`config.mk`:
```
export PLATFORM = sky130hd
export DESIGN_NAME = session_ctrl
export DESIGN_NICKNAME = d
export VERILOG_FILES = /design/src/rtl/session_ctrl.sv
export SDC_FILE = /design/constraint.sdc
export NUM_CORES = 1
export LEC_CHECK = 0
export BUFFER_PORTS_ARGS = -buffer_cell sky130_fd_sc_hd__buf_2
export CAP_MARGIN = 20
export CORE_ASPECT_RATIO = 0.9
export CORE_MARGIN = 2
export CORE_UTILIZATION = 45
export CTS_BUF_LIST = sky130_fd_sc_hd__clkbuf_8
export CTS_CLUSTER_DIAMETER = 50
export DETAILED_ROUTE_END_ITERATION = 8
export PLACE_DENSITY = 0.7
export SLEW_MARGIN = 20
export SYNTH_ARGS = -nofsm -noshare
export SYNTH_HDL_FRONTEND = slang
export SYNTH_SLANG_ARGS = --single-unit
```
`constraint.sdc`:
```
create_clock -name clk -period 3.4 [get_ports clk]
set_input_delay 0.17 -clock clk [delete_from_list [all_inputs] [get_ports clk]]
set_output_delay 0.17 -clock clk [all_outputs]
set_load 0.005 [all_outputs]
```
`src/rtl/session_ctrl.sv`:
```
// rtl/session_ctrl.sv - trading session controller: arm, trade with match counting, halt with cooldown.
// Halt causes are prioritised stop > spread limit > trade limit; all outputs are registered.
module session_ctrl #(
   parameter int          MAX_TRADES = 16,
   parameter logic [7:0]  MAX_SPREAD = 8'd20,
   parameter int          COOLDOWN   = 8
) (
   input  logic       clk,
   input  logic       reset_n,
   input  logic       start,
   input  logic       stop,
   input  logic       price_valid,
   input  logic [7:0] buy_price,
   input  logic [7:0] sell_price,
   input  logic [7:0] spread_now,
   output logic       enable_count,
   output logic       match_signal,
   output logic       halt_signal,
   output logic [7:0] trade_count,
   output logic [1:0] state,
   output logic [1:0] halt_cause
);

   typedef enum logic [1:0] {
      IDLE  = 2'd0,
      ARMED = 2'd1,
      TRADE = 2'd2,
      HALT  = 2'd3
   } state_t;

   localparam logic [7:0] MAX_T   = 8'(MAX_TRADES);
   localparam logic [7:0] CD_LOAD = 8'(COOLDOWN - 1);

   state_t     cur, nxt;
   logic       arm_q, arm_d;
   logic [7:0] cd_q, cd_d;
   logic [7:0] count_d;
   logic [1:0] cause_d;
   logic       match_d;

   always_comb begin
      nxt     = cur;
      arm_d   = arm_q;
      cd_d    = cd_q;
      count_d = trade_count;
      cause_d = halt_cause;
      match_d = 1'b0;
      case (cur)
         IDLE: begin
            if (start) begin
               nxt     = ARMED;
               arm_d   = 1'b0;
               count_d = 8'd0;
               cause_d = 2'b00;
            end
         end
         ARMED: begin
            // arm_q marks the second fill cycle; TRADE follows it
            if (stop) begin
               nxt     = HALT;
               cause_d = 2'b01;
               cd_d    = CD_LOAD;
               arm_d   = 1'b0;
            end else if (arm_q) begin
               nxt   = TRADE;
               arm_d = 1'b0;
            end else begin
               arm_d = 1'b1;
            end
         end
         TRADE: begin
            if (stop) begin
               nxt     = HALT;
               cause_d = 2'b01;
               cd_d    = CD_LOAD;
            end else if (spread_now > MAX_SPREAD) begin
               nxt     = HALT;
               cause_d = 2'b10;
               cd_d    = CD_LOAD;
            end else if (trade_count == MAX_T) begin
               nxt     = HALT;
               cause_d = 2'b11;
               cd_d    = CD_LOAD;
            end else if (price_valid && (buy_price >= sell_price)) begin
               match_d = 1'b1;
               count_d = (trade_count < MAX_T) ? trade_count + 8'd1 : trade_count;
            end
         end
         HALT: begin
            if (cd_q == 8'd0) begin
               nxt = IDLE;
            end else begin
               cd_d = cd_q - 8'd1;
            end
         end
         default: nxt = IDLE;
      endcase
   end

   always_ff @(posedge clk or negedge reset_n) begin
      if (!reset_n) begin
         cur          <= IDLE;
         arm_q        <= 1'b0;
         cd_q         <= 8'd0;
         enable_count <= 1'b0;
         match_signal <= 1'b0;
         halt_signal  <= 1'b0;
         trade_count  <= 8'd0;
         halt_cause   <= 2'b00;
      end else begin
         cur          <= nxt;
         arm_q        <= arm_d;
         cd_q         <= cd_d;
         enable_count <= (nxt == ARMED) || (nxt == TRADE);
         match_signal <= match_d;
         halt_signal  <= (nxt == HALT);
         trade_count  <= count_d;
         halt_cause   <= cause_d;
      end
   end

   assign state = cur;

endmodule

```
# Word level (Yosys, flattened, before mapping)
# Cells that the tools add are included.
word_totals:
  register_bits: 24
  input_bits: 29
  out_inout_bits: 15
classes:
  add_sub_neg: 2
  n_lt_le_gt_ge: 3
  eq_ne: 16
  n_mux: 36
  n_reduce_logical: 12
ops:
  columns: ["op", "count"]
  rows:
  - ["8-bit 2-to-1 mux", 11]
  - ["2-bit 2-to-1 mux", 12]
  - ["8-bit one-hot mux with 3 select lines", 1]
  - ["2-bit inequality test, second input constant", 8]
  - ["8-bit one-hot mux with 2 select lines", 1]
  - ["8-bit by 1-bit adder with 8-bit output, second input constant", 1]
  - ["2-bit == test, second input constant", 4]
  - ["8-bit by 5-bit == test with 1-bit output, second input constant", 1]
  - ["8-bit greater-or-equal comparator", 1]
  - ["8-bit by 5-bit > comparator with 1-bit output, second input constant", 1]
  - ["8-bit zero test", 1]
  - ["8-bit by 5-bit less-than comparator with 1-bit output, second input constant", 1]
  - ["1-bit 2-to-1 mux", 8]
  - ["2-bit one-hot mux with 4 select lines", 1]
  - ["4-bit AND reduction", 2]
  - ["8-bit by 1-bit subtractor with 8-bit output, second input constant", 1]
  - ["7-bit AND reduction", 1]
  - ["2-bit one-hot mux with 3 select lines", 1]
  - ["3-bit nonzero test", 2]
  - ["2-bit by 1-bit == test with 1-bit output, second input constant", 2]
  - ["4-bit inequality test, second input constant", 1]
  - ["2-bit nonzero test", 2]
  - ["2-bit zero test", 1]
  - ["1-bit one-hot mux with 2 select lines", 1]
  - ["3 further kinds", 3]

# Depth between registers and ports, before layout
logic_depth:
  ltp_word: 7
  mapped_depth: 10

# Worst setup path after synthesis
# OpenSTA, ideal clock, no wires.
synth_timing:
  path_kind: "register -> register"
  startpoint: "reg cd_q[0]"
  endpoint: "reg enable_count"
  t_arrival_ns: 2.234
  required_ns: 3.274
  setup_slack_ns: 1.040
  path_stages_with_launch: 10
  n_path_buf: 0
  synth_period_minus_slack_ns: 2.360
  path_cell_list: "dfrtp_1 inv_1 ha_1 or3b_2 or2_1 o31a_1 o21ai_1 a21oi_1 or2_1 ha_1"
synth_via:
  elab_chain_cells: 5
  elab_cells_between_ends: 6
  cone_classes: "eq/ne: 2; mux: 2; reduce/logical: 2"
synth_lines:
  columns: ["element", "line", "source"]
  rows:
  - ["from (decl)", "36", "logic [7:0] cd_q, cd_d;"]
  - ["from (signal assigned)", "104", "cd_q <= 8'd0;"]
  - ["from (signal assigned)", "113", "cd_q <= cd_d;"]
  - ["8-bit zero test (*)", "90", "if (cd_q == 8'd0) begin"]
  - ["2-bit 2-to-1 mux (*)", "90", null]
  - ["2-bit one-hot mux with 4 select lines (*)", "48", "case (cur)"]
  - ["net nxt[1]", "34", "state_t cur, nxt;"]
  - ["2-bit by 1-bit == test with 1-bit output / 2-bit == test (equally long branches)", "114", "enable_count <= (nxt == ARMED) || (nxt == TRADE);"]
  - ["1-bit logical OR (*)", "114", null]
  - ["to (signal assigned)", "114", null]
  - ["to (decl)", "16", "output logic enable_count,"]
# The timed path passes the listed nets; every way through them passes the cells marked *.
# A chain may end at the register's enable or synchronous reset.

# Worst setup path in the final report
# Ends and elaborated chain as after synthesis.

==> tab_implementation.tex <==
\begin{tabular}{lr}
\hline
Metric & Value \\
\hline
\multicolumn{2}{l}{\textbf{Clock network}} \\
\quad Clock transition at the registers of the reported paths & roughly 0.08 ns \\
\quad Root Buffer Master & sky130\_fd\_sc\_hd\_\_clkbuf\_8 \\
\quad Clock Latency Late Sink & 0.27 ns \\
\quad Bufs on Longest Clock Path & 2 \\
\quad Count of clock tree sinks & 24 \\
\quad Clock tree from TritonCTS & done \\
\quad Number of CTS-inserted buffers & 3 \\
\quad Post-CTS setup buffer count & 0 \\
\quad H-Tree Depth & 1 \\
\multicolumn{2}{l}{\textbf{STA}} \\
\quad Worst clock skew & 0.00203 ns \\
\quad Setup TNS & 0 ns \\
\quad Relative slew margins & $\sim$64\% \\
\quad Clock period minus worst slack & 2.48 ns \\
\quad Actual transition at the worst max-transition pin & around 0.53 ns \\
\quad Fin. Hold Viols & 0 \\
\quad Highest Clock Rate & 403 MHz \\
\quad Final period util & around 73\% \\
\quad Final-report setup violation count & 0 \\
\quad RSZ-0062 raised after global routing & no \\
\quad Smallest hold slack & 0.195 ns \\
\quad Final worst slack & 0.919 ns \\
\quad Final Max Tran Viols & 0 \\
\multicolumn{2}{l}{\textbf{Floorplan}} \\
\quad Die width & approximately 67 microns \\
\quad Die height & 60.6 microns \\
\quad Row Count & 20 \\
\quad CORE AREA & 0.00340 sq mm \\
\quad IO Count & 44 \\
\quad Initial standard-cell utilization of the core & 47.1\% \\
\quad Die Footprint & between 0.004 and 0.005 sq mm \\
\multicolumn{2}{l}{\textbf{Layout}} \\
\quad Number of filler instances in the final layout & 328 \\
\quad Sequential cell area & between 600 and 700 sq um \\
\quad Total number of nets in the final design & $\sim$270 \\
\quad Final instance area & roughly 0.0019 sq mm \\
\quad Antenna fix cells & 0 \\
\quad Fin cells & 263 \\
\quad Share of the core filled with cells & between 50\% and 60\% \\
\quad Total area of multi-input combinational cells & 915 sq um \\
\quad P\&R area growth vs syn & 19.1\% \\
\quad Proportion of layout cells with a drive suffix above 1 & approximately a quarter \\
\multicolumn{2}{l}{\textbf{Power}} \\
\quad Cell-internal power & 0.653 mW \\
\quad Total power per unit cell area & approximately 570 mW/mm\^{}2 \\
\quad Portion of total power attributed to combinational logic & between 40\% and 50\% \\
\quad Static Leak & $\sim$1 nW \\
\quad Net load switching power & between 0.4 and 0.5 mW \\
\quad Largest voltage drop on the vdd net & 0.357 mV \\
\quad Portion of total power attributed to the clock network & about 15\% \\
\quad Share of total power consumed by net switching & 40.0\% \\
\quad Sequential fraction of design power & 36.8\% \\
\quad PnR Total Power & 1.09 mW \\
\multicolumn{2}{l}{\textbf{Route}} \\
\quad Drt pass-1 iters & 5 \\
\quad Via total after detailed routing & 1,401 \\
\quad Count of routing violations after the opening detailed-route iteration & 44 \\
\quad Routed Antenna Nets & 0 \\
\quad DRC & 0 \\
\quad Aggregate routed wire length & 3390 microns \\
\quad WL per Instance & 12.9 microns \\
\quad Average vias per placed instance & 5.33 \\
\multicolumn{2}{l}{\textbf{Synth}} \\
\quad Top cell type's share of synthesized area & a little under two fifths \\
\quad Synth warnings & 0 \\
\quad Synth async-reset ratio & 100\% \\
\quad Flip-flop and latch count after synthesis & 24 \\
\quad Predominant post-synthesis flop cell & sky130\_fd\_sc\_hd\_\_dfrtp\_1 \\
\quad Cell area after synthesis & 0.00160 sq mm \\
\quad Cell count after synthesis & 174 \\
\quad Ranking of synthesized cells by instance count & sky130\_fd\_sc\_hd\_\_dfrtp\_1, sky130\_fd\_sc\_hd\_\_inv\_1, sky130\_fd\_sc\_hd\_\_ha\_1 \\
\quad Cell types with the largest area share after synthesis & sky130\_fd\_sc\_hd\_\_dfrtp\_1, sky130\_fd\_sc\_hd\_\_ha\_1, sky130\_fd\_sc\_hd\_\_inv\_1 \\
\quad Mean area per synthesized cell & 9.20 sq um \\
\quad Library cell occupying the most area in the post-synthesis netlist & sky130\_fd\_sc\_hd\_\_dfrtp\_1 \\
\quad Share of synthesized area occupied by flip-flops and latches & 37.5\% \\
\quad Top-count cell post-synth & sky130\_fd\_sc\_hd\_\_dfrtp\_1 \\
\quad Number of synthesized flops with an enable pin & 0 \\
\quad Number of distinct standard cells referenced by the synthesized netlist & 43 \\
\quad Net count of the mapped netlist & 220 \\
\multicolumn{2}{l}{\textbf{Placement}} \\
\quad Instance count after placement with tap cells included & 259 \\
\quad Worst slack, placed & between 0.9 and 1 ns \\
\quad Post-DP Area & 0.00186 sq mm \\
\quad Input/output buffers & 43 \\
\quad RePlAce Congestion & 0.879 \\
\quad Dpl hpwl & 2700 microns \\
\multicolumn{2}{l}{\textbf{Global routing}} \\
\quad Met3 routing resource usage after global routing & 3.90\% \\
\quad Met2 usage & 26.7\% \\
\quad GRT Resource Usage Total & between 15 and 20\% \\
\quad Vias in the first global route & 1,248 \\
\quad Antenna violations before repair & 0 \\
\quad Global route hottest layer & met2 \\
\quad Pin count of the biggest net entering global routing & 25 \\
\quad Met1 Track Usage GR & 26.0\% \\
\quad Overflow after GRT & 0 \\
\quad Wire length of the first global-routing pass & 5510 microns \\
\multicolumn{2}{l}{\textbf{Worst hold path}} \\
\quad Hold WC Path Type & input port to flip-flop \\
\multicolumn{2}{l}{\textbf{Setup path}} \\
\quad Worst endpoint required time & 3.55 ns \\
\quad Maximum fanout count along the critical path & 4 \\
\quad Category of the most critical setup path & flip-flop to flip-flop \\
\quad Element type at the critical path start & flip-flop \\
\quad Sort of element at the end of the critical path & flip-flop \\
\quad Data arrival at the endpoint of the critical path & between 2 and 3 ns \\
\multicolumn{2}{l}{\textbf{Flow run}} \\
\quad Maximum Capacitance Violations & 0 \\
\multicolumn{2}{l}{\textbf{Run status}} \\
\quad Run status & completed \\
\hline
\end{tabular}
[cell type report]
type	instances	area share, %
Multi-Input combinational cell	129	47.9
Timing Repair Buffer	44	11.8
Clock buffer	3	2.16
Sequential cell	24	31.5
Inverter	19	3.74
Tap cell	44	2.89
[registers in the layout, indices dropped and copies added, names as in the netlist]
name,flops
arm_q,1
cd_q,8
halt_cause,2
trade_count,8
match_signal,1
state,2
enable_count,1
halt_signal,1
[power by group through the flow]
| stage | clock [mW] | sequential (mW) | combinational, mW |
|---|---|---|---|
| after detailed placement | 0 | 0.407 | 0.522 |
| after CTS | 0.170 | 0.401 | 0.528 |
| after floorplan | 0 | 0.401 | 0.381 |
| after global routing | 0.183 | 0.409 | 0.594 |
| final | 0.165 | 0.400 | 0.523 |
| after global placement | 0 | 0.404 | 0.518 |
[per-layer routing]
layer	routed length [microns]	share of wire [%]
met5	0	0
met1	1720	51
met2	1320	39
met3	302	8.9
met4	53	1.6
[worst paths after layout]
check | startpoint | endpoint | slack [ns] | cells past startpoint
max | cd_q[0] | enable_count | 0.92 | 9
min | stop | arm_q | 0.20 | 2
max reg2reg | cd_q[0] | enable_count | 0.92 | 9
min reg2reg | trade_count[7] | trade_count[7] | 0.51 | 1
max in group asynchronous | reset_n | halt_cause[1] | 2.63 | 2
min in group asynchronous | reset_n | trade_count[0] | 0.41 | 2
[layout by cell type, fill, tap and decap left out, drive strengths merged, types with 2 or more instances in the layout]
master | netlist | final
a22o | 3 | 3
nand2b | 4 | 4
or3 | 2 | 2
and2 | 3 | 3
o31a | 2 | 2
inv | 19 | 19
a21o | 6 | 6
or2 | 3 | 3
or4 | 2 | 2
nand2 | 12 | 12
buf | 1 | 43
nor3 | 8 | 8
nand3 | 4 | 4
nor4 | 2 | 2
a211oi | 2 | 2
or3b | 2 | 2
a21oi | 7 | 7
o21ai | 16 | 16
nor2 | 13 | 13
clkbuf | 1 | 3
dfrtp | 24 | 24
and3 | 3 | 3
o21a | 4 | 4
o31ai | 2 | 2
ha | 17 | 17
[timing repair]
item                      CTS  global route
hold endpoints to repair   24             0
gates resized for setup     0             0
hold buffers                1             0
[critical path: stages (launching register included)]
cell                      delay [ns]
sky130_fd_sc_hd__dfrtp_1        0.37
sky130_fd_sc_hd__inv_1          0.09
sky130_fd_sc_hd__ha_1           0.18
sky130_fd_sc_hd__or3b_2         0.50
sky130_fd_sc_hd__or2_1          0.28
sky130_fd_sc_hd__o31a_1         0.26
sky130_fd_sc_hd__o21ai_1        0.12
sky130_fd_sc_hd__a21oi_1        0.07
sky130_fd_sc_hd__or2_1          0.23
sky130_fd_sc_hd__ha_1           0.27
[cells by family after synthesis]
group / after synthesis / synth area share, %
flops: 24 / 37.5
simple gates: 59 / 20.7
mux: 2 / 1.33
compound gates: 51 / 21.8
fa+ha+maj: 17 / 13.3
buf+inv: 21 / 5.39
Note: power is estimated with default switching activity, not from simulation.
